## src/rtl/seq1101_frame_tx_if.sv

```systemverilog
// Handshake and serial-line bundle for seq1101_frame_tx.
// master: the word producer (drives in_valid/in_data, observes the line).
// slave : the framer (accepts words, drives in_ready/out/busy/frame_done).
interface seq1101_frame_tx_if #(
    parameter int DATA_W = 8
) ();
    logic              in_valid;
    logic [DATA_W-1:0] in_data;
    logic              in_ready;
    logic              out;
    logic              busy;
    logic              frame_done;

    modport master (
        output in_valid,
        output in_data,
        input  in_ready,
        input  out,
        input  busy,
        input  frame_done
    );

    modport slave (
        input  in_valid,
        input  in_data,
        output in_ready,
        output out,
        output busy,
        output frame_done
    );
endinterface

```

## src/rtl/seq1101_frame_tx.sv

```systemverilog
// Serializes a parallel word as a 1101-sync frame: sync, payload MSB first, optional even parity, then GAP idle bits.
// Latency: first sync bit on the line one cycle after the accepting edge; one bit per clock thereafter.
// Backpressure: in_ready only in IDLE; words offered while busy are dropped, never queued.
// Ports: clk, rst (sync, active-low), bus (slave modport: in_valid/in_data/in_ready, out/busy/frame_done).
module seq1101_frame_tx #(
    parameter int DATA_W    = 8,
    parameter int PARITY_EN = 1,
    parameter int GAP       = 1
) (
    input  logic                clk,
    input  logic                rst,
    seq1101_frame_tx_if.slave   bus
);

    // One counter serves the sync, payload and gap phases, so it is sized
    // for the longest of them and never wraps inside a frame.
    localparam int CNT_MAX = (DATA_W > GAP) ? ((DATA_W > 4) ? DATA_W : 4)
                                            : ((GAP > 4) ? GAP : 4);
    localparam int CNT_W   = $clog2(CNT_MAX);

    localparam logic [CNT_W-1:0] SYNC_LAST = CNT_W'(3);
    localparam logic [CNT_W-1:0] DATA_LAST = CNT_W'(DATA_W - 1);
    localparam logic [CNT_W-1:0] GAP_LAST  = CNT_W'((GAP > 0) ? GAP - 1 : 0);
    localparam logic [CNT_W-1:0] CNT_ONE   = CNT_W'(1);

    typedef enum logic [2:0] {
        S_IDLE,
        S_SYNC,
        S_DATA,
        S_PAR,
        S_GAP
    } state_t;

    // state_q names the bit currently on the line; out_q is that bit.
    state_t            state_q, state_d;
    logic [CNT_W-1:0]  cnt_q,   cnt_d;
    logic [DATA_W-1:0] shreg_q, shreg_d;
    logic              par_q,   par_d;
    logic              out_q,   out_d;
    logic              fd_q,    fd_d;

    always_ff @(posedge clk) begin
        if (!rst) begin
            state_q <= S_IDLE;
            cnt_q   <= '0;
            shreg_q <= '0;
            par_q   <= 1'b0;
            out_q   <= 1'b0;
            fd_q    <= 1'b0;
        end else begin
            state_q <= state_d;
            cnt_q   <= cnt_d;
            shreg_q <= shreg_d;
            par_q   <= par_d;
            out_q   <= out_d;
            fd_q    <= fd_d;
        end
    end

    always_comb begin
        state_d = state_q;
        cnt_d   = cnt_q;
        shreg_d = shreg_q;
        par_d   = par_q;
        out_d   = 1'b0;
        fd_d    = 1'b0;

        case (state_q)
            S_IDLE: begin
                if (bus.in_valid) begin
                    state_d = S_SYNC;
                    cnt_d   = '0;
                    shreg_d = bus.in_data;
                    // Parity is taken at capture; the payload shifts out later.
                    par_d   = ^bus.in_data;
                    out_d   = 1'b1;
                end
            end

            S_SYNC: begin
                if (cnt_q == SYNC_LAST) begin
                    state_d = S_DATA;
                    cnt_d   = '0;
                    out_d   = shreg_q[DATA_W-1];
                    shreg_d = shreg_q << 1;
                    fd_d    = (PARITY_EN == 0) && (DATA_W == 1);
                end else begin
                    cnt_d = cnt_q + 1'b1;
                    // Pattern 1,1,0,1: the only zero is sync index 2.
                    out_d = (cnt_q != CNT_ONE);
                end
            end

            S_DATA: begin
                if (cnt_q == DATA_LAST) begin
                    cnt_d = '0;
                    if (PARITY_EN != 0) begin
                        state_d = S_PAR;
                        out_d   = par_q;
                        fd_d    = 1'b1;
                    end else if (GAP > 0) begin
                        state_d = S_GAP;
                    end else begin
                        state_d = S_IDLE;
                    end
                end else begin
                    cnt_d   = cnt_q + 1'b1;
                    out_d   = shreg_q[DATA_W-1];
                    shreg_d = shreg_q << 1;
                    // Without parity the last payload bit closes the frame.
                    fd_d    = (PARITY_EN == 0) && (cnt_d == DATA_LAST);
                end
            end

            S_PAR: begin
                cnt_d   = '0;
                state_d = (GAP > 0) ? S_GAP : S_IDLE;
            end

            S_GAP: begin
                if (cnt_q == GAP_LAST) begin
                    state_d = S_IDLE;
                    cnt_d   = '0;
                end else begin
                    cnt_d = cnt_q + 1'b1;
                end
            end

            default: begin
                state_d = S_IDLE;
                cnt_d   = '0;
            end
        endcase
    end

    assign bus.in_ready   = (state_q == S_IDLE);
    assign bus.busy       = (state_q != S_IDLE);
    assign bus.out        = out_q;
    assign bus.frame_done = fd_q;

endmodule

```

## src/flat_wrapper.sv

```systemverilog
// flat-port wrapper written by rule: the top's interface ports become plain ports
module seq1101_frame_tx_flat 
#(
    parameter int DATA_W    = 8,
    parameter int PARITY_EN = 1,
    parameter int GAP       = 1
)
  (clk, rst, bus_in_valid, bus_in_data, bus_in_ready, bus_out, bus_busy, bus_frame_done);
  seq1101_frame_tx_if #(.DATA_W(DATA_W)) bus_i ();
  input  logic clk;
  input  logic rst;
  input wire logic [$bits(bus_i.in_valid)-1:0] bus_in_valid;
  input wire logic [$bits(bus_i.in_data)-1:0] bus_in_data;
  output wire logic [$bits(bus_i.in_ready)-1:0] bus_in_ready;
  output wire logic [$bits(bus_i.out)-1:0] bus_out;
  output wire logic [$bits(bus_i.busy)-1:0] bus_busy;
  output wire logic [$bits(bus_i.frame_done)-1:0] bus_frame_done;
  assign bus_i.in_valid = bus_in_valid;
  assign bus_i.in_data = bus_in_data;
  assign bus_in_ready = bus_i.in_ready;
  assign bus_out = bus_i.out;
  assign bus_busy = bus_i.busy;
  assign bus_frame_done = bus_i.frame_done;
  seq1101_frame_tx #(.DATA_W(DATA_W), .PARITY_EN(PARITY_EN), .GAP(GAP)) u_core (.clk(clk), .rst(rst), .bus(bus_i));
endmodule
```

## config.mk

```make
export PLATFORM = sky130hd
export DESIGN_NAME = seq1101_frame_tx_flat
export DESIGN_NICKNAME = d
export VERILOG_FILES = /design/src/rtl/seq1101_frame_tx_if.sv /design/src/rtl/seq1101_frame_tx.sv /design/src/flat_wrapper.sv
export SDC_FILE = /design/constraint.sdc
export NUM_CORES = 1
export LEC_CHECK = 0
export ABC_AREA = 0
export CORE_MARGIN = 10
export CORE_UTILIZATION = 55
export CTS_BUF_LIST = sky130_fd_sc_hd__clkbuf_8
export CTS_CLUSTER_DIAMETER = 50
export CTS_CLUSTER_SIZE = 20
export DETAILED_ROUTE_END_ITERATION = 6
export PLACE_DENSITY = 0.76
export SLEW_MARGIN = 5
export SYNTH_ARGS = -nofsm -noshare
export SYNTH_HDL_FRONTEND = slang
export SYNTH_SLANG_ARGS = --single-unit
```

## constraint.sdc

```tcl
create_clock -name clk -period 2.54 [get_ports clk]
set_clock_uncertainty 0.1 [all_clocks]
set_input_delay 0.762 -clock clk [delete_from_list [all_inputs] [get_ports clk]]
set_output_delay 0.762 -clock clk [all_outputs]
set_load 0.005 [all_outputs]
```

Yosys cells after proc, flatten, opt, wreduce, memory -nomap -nowiden
Cells that the tools add are included.
W data, S select, Z words.
{ "totals": {"reg_bits": 17, "latchBits": 0, "ramBits": 0, "romBits": 0, "input_bits": 11, "output_inout_bits": 4, "word_cells": 47, "memories": 0} }
{ "classes": {"n_addsub": 1, "multipliers": 0, "n_div": 0, "order_cmp": 0, "eq_ne": 12, "shifts": 0, "n_mux": 19, "n_bitwise": 0, "n_reduce_logical": 9} }
{ "op_table": {"columns": ["cell", "n"], "rows": [
  ["$mux W3", 8],
  ["$mux W8", 3],
  ["$pmux W8 S3", 1],
  ["$pmux W3 S5", 1],
  ["$pmux W3 S4", 1],
  ["$eq A3 B2 Y1 const B", 3],
  ["$reduce_and A4 Y1", 2],
  ["$reduce_xor A8 Y1", 1],
  ["$eq A3 B3 Y1 const B", 2],
  ["$logic_not A3 Y1", 2],
  ["$ne A2 B1 Y1 const B", 3],
  ["$reduce_bool A3 Y1", 2],
  ["$mux W1", 4],
  ["$ne A2 B2 Y1 const B", 2],
  ["$reduce_and A2 Y1", 2],
  ["$add A3 B1 Y3 const B", 1],
  ["$eq A3 B1 Y1 const B", 1],
  ["$ne A3 B1 Y1 const B", 1],
  ["$pmux W1 S3", 1]
]} }

Depth between registers and ports, before layout
Gate-level depths: netlist of run 1.
{ "depth": {"depth_word": 3, "ltp_mapped": 8, "mapped_depth_nobuf": 7} }

Worst setup path before layout of run 1
No wires, ideal clock.
{ "synth_path": {"path_type": "reg2out", "from": "register u_core.state_q[1]", "to": "output bus_in_ready", "arrival_time_ns": 0.933, "t_required_ns": 1.678, "slack_ns": 0.745, "stages_incl_launch_ff": 4, "n_path_buf": 1, "cell_sequence": "dfxtp_1 -> buf_2 -> or3_4 -> clkinv_4"} }
{ "synth_via": {"elab_chain_len": 1} }
{ "synth_lines": {"columns": ["item", "line_no", "text"], "rows": [
  ["from (decl)", "seq1101_frame_tx.sv:35", "state_t state_q, state_d;"],
  ["from (signal assigned)", "seq1101_frame_tx.sv:51", "state_q <= state_d;"],
  ["$logic_not A3 Y1", "seq1101_frame_tx.sv:136", "assign bus.in_ready = (state_q == S_IDLE);"],
  ["to (decl)", "flat_wrapper.sv:14", "output wire logic [$bits(bus_i.in_ready)-1:0] bus_in_ready;"]
]} }
No other way between the ends.

Final worst setup path of run 1
{ "layout_path": {"from": "register u_core.state_q[0]", "to": "output bus_in_ready"} }
The elaborated chain is that of the path after synthesis.

==> impl_metrics.ini, run 1 <==
[status]
status = completed

[detailed_routing]
wl_um = 2150
vias = 830
antenna_left = 0
wl_per_cell_um = 13.9
viasPerCell = 5.39
drc = 0
drt-initial-drc-count = 5
firstDrtPassIters = 4

[yosys]
yosysSeqAreaShare = 0.324
synthTopCellsByArea = dfxtp_1 (32%), ha_1 (7.1%), mux2i_1 (6.7%)
syn_avg_cell_area_sq_um = 9.38
syn_inst = 112
synthDominantCellAreaShare = 0.324
synth_warnings = 0
synth_cell_types = 40
yosysMostFrequentCell = dfxtp_1
synth.net_count = 129
synth_top_cells_by_count = dfxtp_1 (17), nand2_1 (9)
ys.flop_type = dfxtp_1
synth_area_leader_cell = dfxtp_1
asyncSetResetFlopFracSynth = 0
ys_ff_latch = 17
syn_area_sq_um = 1050
synth_edf_count = 0

[sta]
rsz0062_at_grt = no
tns_ps = 0
tightest_slew_ps = 456
fmax_mhz = 409
relSlewSlack = 0.695
drv_slew = 0
setup_viol = 0
final_hold_viol_count = 0
timing.final.crit_share = 0.963
min_period_ps = 2450

[final_layout]
regArea_sq_um = 340
multi_input_area_sq_um = 639
insertedDiodeCount = 0
drive_above_1_share = 0.132
nNetsFinal = 147
n_fill_cell = 156
syn2layout_area_growth_pct = 20.4

[setup_path]
crit_type = reg -> out
slowest_stage = clkdlybuf4s50_1
crit_fanout = 4
r2r_slack_ps = 590
r2r_cells = 6
path_delay_family = buffers and inverters
critPathLaunch = u_core.state_q[0]
r2r-end = u_core.shreg_q[0]
critPathLaunchType = flop
r2r-start = u_core.cnt_q[0]
crit_cells = 3
worst_ep_arrival_time_ps = 1580
path_cells = or3_4 > clkinv_4 > clkdlybuf4s50_1
slowest_delay_ps = 500
endpoint_kind = output port
cp.required_ps = 1680
path_buf_inv = 2
crit_end = bus_in_ready

[clocking]
path_clk_slew_ps = 70
clock_latency_ps = 250
cts_resized = 0
cts_setup_buffers = 0
ctsRootBufferMaster = clkbuf_8
cts.path.max_buffers = 2
numCtsBuffers = 3
cts-hold-fix-buffers = 0
tritoncts = done
htree_levels = 1
clock-sinks = 17

[grt]
grt_pass1_wl_um = 3720
grt_overflow_total = 0
grt_pass1_vias = 847
track_usage = 0.109
antenna_found_initial = 0
grt_start_max_net_pins = 17

[power]
p_total_mw = 0.639
p_leak_nw = 0.536
max-vdd-ir-drop_uv = 416
p_per_area_nw_per_um2 = 505

[place]
place_hpwl_um = 1690
gp_congestion = 0.806
portBuffers = 14

[floorplan]
start_util = 0.596
fp.coreArea_sq_um = 1760
die_area_sq_um = 4060
die_y_um = 63.7
die_w_um = 63.7
ios = 15
fp-row-count = 15

[min_path]
hold_class = reg -> reg

[job]
drv_cap = 0
==> stage by stage <==
step / utilization / cells / setup slack (ps) / instance area (sq um) / hold WS [ps]
after floorplan: - / 112 / 745 / 1050 / 372
after global placement: 0.691 / 150 / 197 / 1220 / 380
after detailed placement: 0.691 / 150 / 134 / 1220 / 389
after CTS: 0.717 / 154 / 95.9 / 1260 / 404
after global routing: 0.717 / 154 / 56.6 / 1260 / 414
final: 0.717 / 154 / 94.2 / 1260 / 400
==> sequential cells by signal, indices dropped and copies added (netlist names) <==
signal and count:
u_core.par_q 1, u_core.bus.frame_done 1, u_core.shreg_q 8, u_core.state_q 3
u_core.bus.out 1, u_core.cnt_q 3
==> where the power goes <==
| part | total [mW] | switching [mW] | internal (mW) | leakage, nW |
|---|---|---|---|---|
| clock | 0.200 | 0.0925 | 0.107 | 0.0269 |
| combinational | 0.143 | 0.0668 | 0.0765 | 0.369 |
| sequential | 0.296 | 0.0110 | 0.285 | 0.140 |
==> how the worst min path moves through the flow <==
stage                      startpoint           endpoint  depth (start not counted)
detailed placement  u_core.shreg_q[1]  u_core.shreg_q[1]                          1
CTS                 u_core.shreg_q[1]  u_core.shreg_q[1]                          1
floorplan           u_core.shreg_q[1]  u_core.shreg_q[1]                          1
global route        u_core.shreg_q[3]  u_core.shreg_q[3]                          1
finish              u_core.shreg_q[1]  u_core.shreg_q[1]                          1
global placement    u_core.shreg_q[6]  u_core.shreg_q[6]                          1
==> layout by cell type (no fill, tap or decap), types with 2 or more instances in the layout <==
master / Yosys / layout
inv_1: 7 / 8
ha_1: 6 / 6
nor2b_1: 4 / 4
nor2_1: 4 / 4
a21oi_1: 7 / 7
buf_4: 1 / 4
dfxtp_1: 17 / 17
mux2i_1: 7 / 7
o21a_1: 2 / 2
a211oi_1: 2 / 2
xnor2_1: 7 / 7
nand2_1: 9 / 9
nor3_1: 3 / 3
a21oi_4: 2 / 2
o22a_1: 2 / 2
clkdlybuf4s50_1: 0 / 14
clkbuf_8: 0 / 3
nand2b_1: 2 / 2
o211a_1: 6 / 6
==> final cells by class <==
type,count,share of cell area
clock buffers,3,0.0326
repair buffers,18,0.135
multi-input cells,81,0.505
well taps,25,0.0247
inverters,9,0.0307
flip-flops and latches,17,0.269
clock inverters,1,0.00297
==> kinds of logic (layout without fill, tap and decap cells) <==
kind of cell               Yosys count  after routing  synth area share
buffers and inverters               14             31            0.0679
and+or+nand+nor                     30             30             0.154
muxes                                8              8            0.0774
adders and majority gates            6              6            0.0714
DFF                                 17             17             0.324
xor gates and xnor gates             7              7            0.0583
AOI/OAI and AO/OA                   30             30             0.248
==> per-layer routing <==
layer | share of wire | track usage
met4 | 0.018 | 0.0383
met5 | 0 | 0
met2 | 0.50 | 0.192
met1 | 0.45 | 0.118
met3 | 0.029 | 0.0389
Note: power is estimated with default switching activity, not from simulation.
==> inputs of run 2 (changes only) <==
- DONT_BUFFER_PORTS: not set -> 1
- PLACE_DENSITY: 0.76 -> 0.77
==> run 2 against run 1 <==
Register-to-register slack barely moved. Sequential power rose by 1%. Die area did not move. Critical path depth fell by 1. Sequential cell count did not move. Worst setup slack improved by 360 ps. Final cell count fell by 11%. Global-route usage fell by 0.50 points. Combinational power fell by 27%. Count of clock-buffer cells in the layout did not move. Core utilization fell by 9.2 points.
==> impl_metrics.ini, run 2 (same netlist as run 1, synthesis figures left out) <==
[detailed_routing]
drc = 0
drt-initial-drc-count = 9
firstDrtPassIters = 4
wl_per_cell_um = 15.0
vias = 792
viasPerCell = 5.78
antenna_left = 0
wl_um = 2050

[floorplan]
ios = 15
die_area_sq_um = 4060
die_y_um = 63.7
start_util = 0.596
die_w_um = 63.7
fp-row-count = 15
fp.coreArea_sq_um = 1760

[grt]
track_usage = 0.104
antenna_found_initial = 0
grt_start_max_net_pins = 17
grt_pass1_vias = 842
grt_pass1_wl_um = 3590
grt_overflow_total = 0

[setup_path]
endpoint_kind = output port
crit_fanout = 12
crit_type = reg -> out
cp.required_ps = 1680
critPathLaunchType = flop
slowest_delay_ps = 480
path_cells = or3_4 > clkinv_4
worst_ep_arrival_time_ps = 1230
slowest_stage = or3_4

[sta]
rsz0062_at_grt = no
setup_viol = 0
final_hold_viol_count = 0
min_period_ps = 2090
relSlewSlack = 0.733
tightest_slew_ps = 400
fmax_mhz = 479
worst_slack_ps = 452
tns_ps = 0
drv_slew = 0
timing.final.crit_share = 0.822

[final_layout]
final_common_cell = dfxtp_1
regArea_sq_um = 340
n_fill_cell = 157
largestRegisters = u_core.shreg_q x8, u_core.cnt_q x3, u_core.state_q x3
regMostFlops = u_core.shreg_q
syn2layout_area_growth_pct = 4.88
insertedDiodeCount = 0
final_cell_mix = dfxtp_1 (17), nand2_1 (9), inv_1 (8)
drive_above_1_share = 0.125
nNetsFinal = 130
largest_reg_flops = 8
multi_input_area_sq_um = 639
fin_util = 0.625

[clocking]
clock-sinks = 17
cts-hold-fix-buffers = 0
cts.path.max_buffers = 2
cts_resized = 0
htree_levels = 1
clock_latency_ps = 250
cts_setup_buffers = 0
tritoncts = done
numCtsBuffers = 3
path_clk_slew_ps = 70
ctsRootBufferMaster = clkbuf_8

[place]
portBuffers = 0
gp_congestion = 0.851
place_hpwl_um = 1620
post-place-ws_ps = 616

[power]
p_leak_nw = 0.467
power_frac_seq = 0.498
intPower_mw = 0.446
clkPwrFrac = 0.328
power_frac_comb = 0.174
max-vdd-ir-drop_uv = 370
p_per_area_nw_per_um2 = 547
p_sw_frac = 0.260
switchingPower_mw = 0.157

[min_path]
hold_class = reg -> reg

[job]
drv_cap = 0

[status]
status = completed
## run 2: cell count changes in the layout (fill, tap and decap cells not counted)
cell / before / now
buf_4: 4 / 1
clkdlybuf4s50_1: 14 / 0
## run 2: layout make-up
| cell class | count | share of cell area |
|---|---|---|
| clock buffers | 3 | 0.0375 |
| multi-input cells | 81 | 0.580 |
| well taps | 25 | 0.0284 |
| clock inverters | 1 | 0.00341 |
| repair buffers | 1 | 0.00681 |
| flip-flops and latches | 17 | 0.309 |
| inverters | 9 | 0.0352 |
## run 2: routing by layer
| metal | vias to the layer above | wire length, um | track usage |
|---|---|---|---|
| met4 | 0 | 0 | 0.0109 |
| met3 | 0 | 164 | 0.0512 |
| li1 | 391 | - | - |
| met2 | 19 | 1010 | 0.182 |
| met1 | 382 | 876 | 0.115 |
| met5 | - | 0 | 0 |
## run 2: power groups by stage
stage | Clock [mW] | Combinational [mW] | Sequential [mW]
finish | 0.198 | 0.105 | 0.300
global placement | 0 | 0.104 | 0.305
detailed placement | 0 | 0.107 | 0.306
floorplan | 0 | 0.0997 | 0.299
global route | 0.216 | 0.118 | 0.303
CTS | 0.205 | 0.107 | 0.300
## run 2: per-stage QoR
stage | cell area, sq um | std cells | hold WS, ps | total power [mW]
finish | 1100 | 137 | 402 | 0.603
global route | 1100 | 137 | 428 | 0.637
CTS | 1100 | 137 | 406 | 0.613
detailed placement | 1060 | 133 | 390 | 0.413
global placement | 1060 | 133 | 381 | 0.409
floorplan | 1050 | 112 | 372 | 0.399
## run 2: worst paths after layout
check                    startpoint                 to  slack [ps]  depth (start not counted)
setup / recovery  u_core.state_q[0]       bus_in_ready         450                          2
hold reg to reg   u_core.shreg_q[5]  u_core.shreg_q[5]         400                          1
hold / removal    u_core.shreg_q[5]  u_core.shreg_q[5]         400                          1
setup reg to reg    u_core.cnt_q[0]  u_core.shreg_q[0]         590                          6
## run 2: critical path, delay by kind of cell (launching register included)
kind	cells	cell delay [ps]
AND/OR/NAND/NOR	1	480
flip-flops	1	420
buffers and inverters	1	80
==> inputs of run 3 (changes only) <==
- PLACE_DENSITY: 0.77 -> 0.8
- clock period: 2.54 -> 1.7 ns (I/O delays scaled with it)
==> run 3 against run 2 <==
Worst setup slack got worse by 500 ps. Largest cell class unchanged. Combinational power increased by 99%. The run now ends with setup timing left. Hold slack got worse by 130 ps. Power increased by 59%. Final cell count increased by 12%. First-iteration DRC count increased to 3.6 times the previous value. Die area unchanged.
==> impl_metrics.ini, run 3 (same netlist as run 1, synthesis figures left out) <==
[detailed_routing]
vias = 883
firstDrtPassIters = 4
viasPerCell = 5.73
drt-initial-drc-count = 32
wl_per_cell_um = 17.7
wl_um = 2730
drc = 0
antenna_left = 0

[grt]
grt_pass1_vias = 874
grt_overflow_total = 0
track_usage = 0.120
grt_start_max_net_pins = 14
grt_pass1_wl_um = 4030
antenna_found_initial = 0

[floorplan]
fp-row-count = 15
fp.coreArea_sq_um = 1760
start_util = 0.596
ios = 15
die_w_um = 63.7
die_area_sq_um = 4060
die_y_um = 63.7

[place]
place_hpwl_um = 1770
gp_congestion = 0.929
placed_area_sq_um = 1160
post-place-ws_ps = -58.0
portBuffers = 0

[clocking]
ctsRootBufferMaster = clkbuf_8
cts.path.max_buffers = 2
htree_levels = 1
cts-hold-fix-buffers = 0
clock-sinks = 17
tritoncts = done
numCtsBuffers = 3
clock_latency_ps = 250
path_clk_slew_ps = 70

[setup_path]
cp.required_ps = 1090
crit_type = reg -> out
r2r_slack_ps = 40
r2r_cells = 7
crit_fanout = 4
slowest_stage = or3_4
r2r-start = u_core.state_q[1]
worst_ep_arrival_time_ps = 1140
endpoint_kind = output port
critPathLaunchType = flop
slowest_delay_ps = 370
path_cells = buf_6 > or3_4 > clkinv_4
r2r-end = u_core.shreg_q[2]

[sta]
fmax_mhz = 572
setup_viol = 1
final_hold_viol_count = 0
worst_slack_ps = -48.6
min_period_ps = 1750
relSlewSlack = 0.825
worst_hold_slack_ps = 267
timing.final.crit_share = 1.03
tightest_slew_ps = 263
drv_slew = 0
rsz0062_at_grt = yes

[status]
violations = setup timing
status = finished, violations left

[final_layout]
largest_reg_flops = 8
finalInstanceArea_sq_um = 1330
insertedDiodeCount = 0
nNetsFinal = 147
syn2layout_area_growth_pct = 26.5
final_common_cell = buf_4
final_cell_mix = buf_4 (12), dfxtp_1 (11), nand2_1 (9), inv_1 (8)
n_fill_cell = 142
drive_above_1_share = 0.333
largestRegisters = u_core.shreg_q x8, u_core.cnt_q x3, u_core.state_q x3
fin_util = 0.754
regMostFlops = u_core.shreg_q

[min_path]
hold_class = in -> reg
holdPathStages = 1
holdPathEnd = u_core.par_q
worstHoldStart = bus_in_valid

[power]
max-vdd-ir-drop_uv = 522
p_per_area_nw_per_um2 = 721
p_leak_nw = 0.565

[job]
drv_cap = 0
## run 3: cell count changes in the layout (fill, tap and decap cells not counted), sizes merged
cell	previous run	this run
buf	1	18
## run 3: how the worst max path moves through the flow
stage                           start                end  slack, ps  cells past startpoint
floorplan             u_core.cnt_q[0]  u_core.shreg_q[1]          7                      8
global placement      u_core.cnt_q[1]     u_core.bus.out         40                      6
detailed placement    u_core.cnt_q[1]  u_core.shreg_q[4]        -60                      8
CTS                 u_core.state_q[1]       bus_in_ready        -40                      3
global route        u_core.state_q[1]       bus_in_ready        -70                      3
finish              u_core.state_q[1]       bus_in_ready        -50                      3
## run 3: routing by layer
metal / vias up / track usage / part of all wire
met5: - / 0 / 0
met4: 0 / 0.0328 / 0.012
met3: 4 / 0.0442 / 0.073
met2: 36 / 0.210 / 0.54
met1: 418 / 0.132 / 0.37
li1: 425 / - / -
## run 3: cell type report
| cell class | instances | area, sq um | share of cell area |
|---|---|---|---|
| repair buffers | 18 | 166 | 0.125 |
| multi-input cells | 81 | 696 | 0.523 |
| well taps | 25 | 31.3 | 0.0235 |
| clock inverters | 1 | 3.75 | 0.00282 |
| inverters | 9 | 38.8 | 0.0292 |
| flip-flops and latches | 17 | 353 | 0.265 |
| clock buffers | 3 | 41.3 | 0.0310 |
## run 3: through the flow
stage                     setup TNS [ps]  total power, mW  cells
after detailed placement           -64.6            0.644    145
final                              -48.6            0.959    154
after floorplan                        0            0.595    112
after global placement                 0            0.636    145
after CTS                          -44.8            0.951    153
after global routing                -233            0.996    154
## run 3: report_power, final
part	internal (mW)	total (mW)	switching, mW
clock	0.160	0.305	0.144
sequential	0.425	0.445	0.0202
combinational	0.114	0.209	0.0948
## run 3: timing repair
action | CTS | global route
setup endpoints to repair | 7 | 11
setup buffers | 4 | 1
pin swaps | 3 | 4
resized for setup | 9 | 14
## run 3: critical path, delay by kind of cell, from the launching register on
kind                   cells  cell delay, ps
and+or+nand+nor            1             370
buffers and inverters      2             180
DFF                        1             340
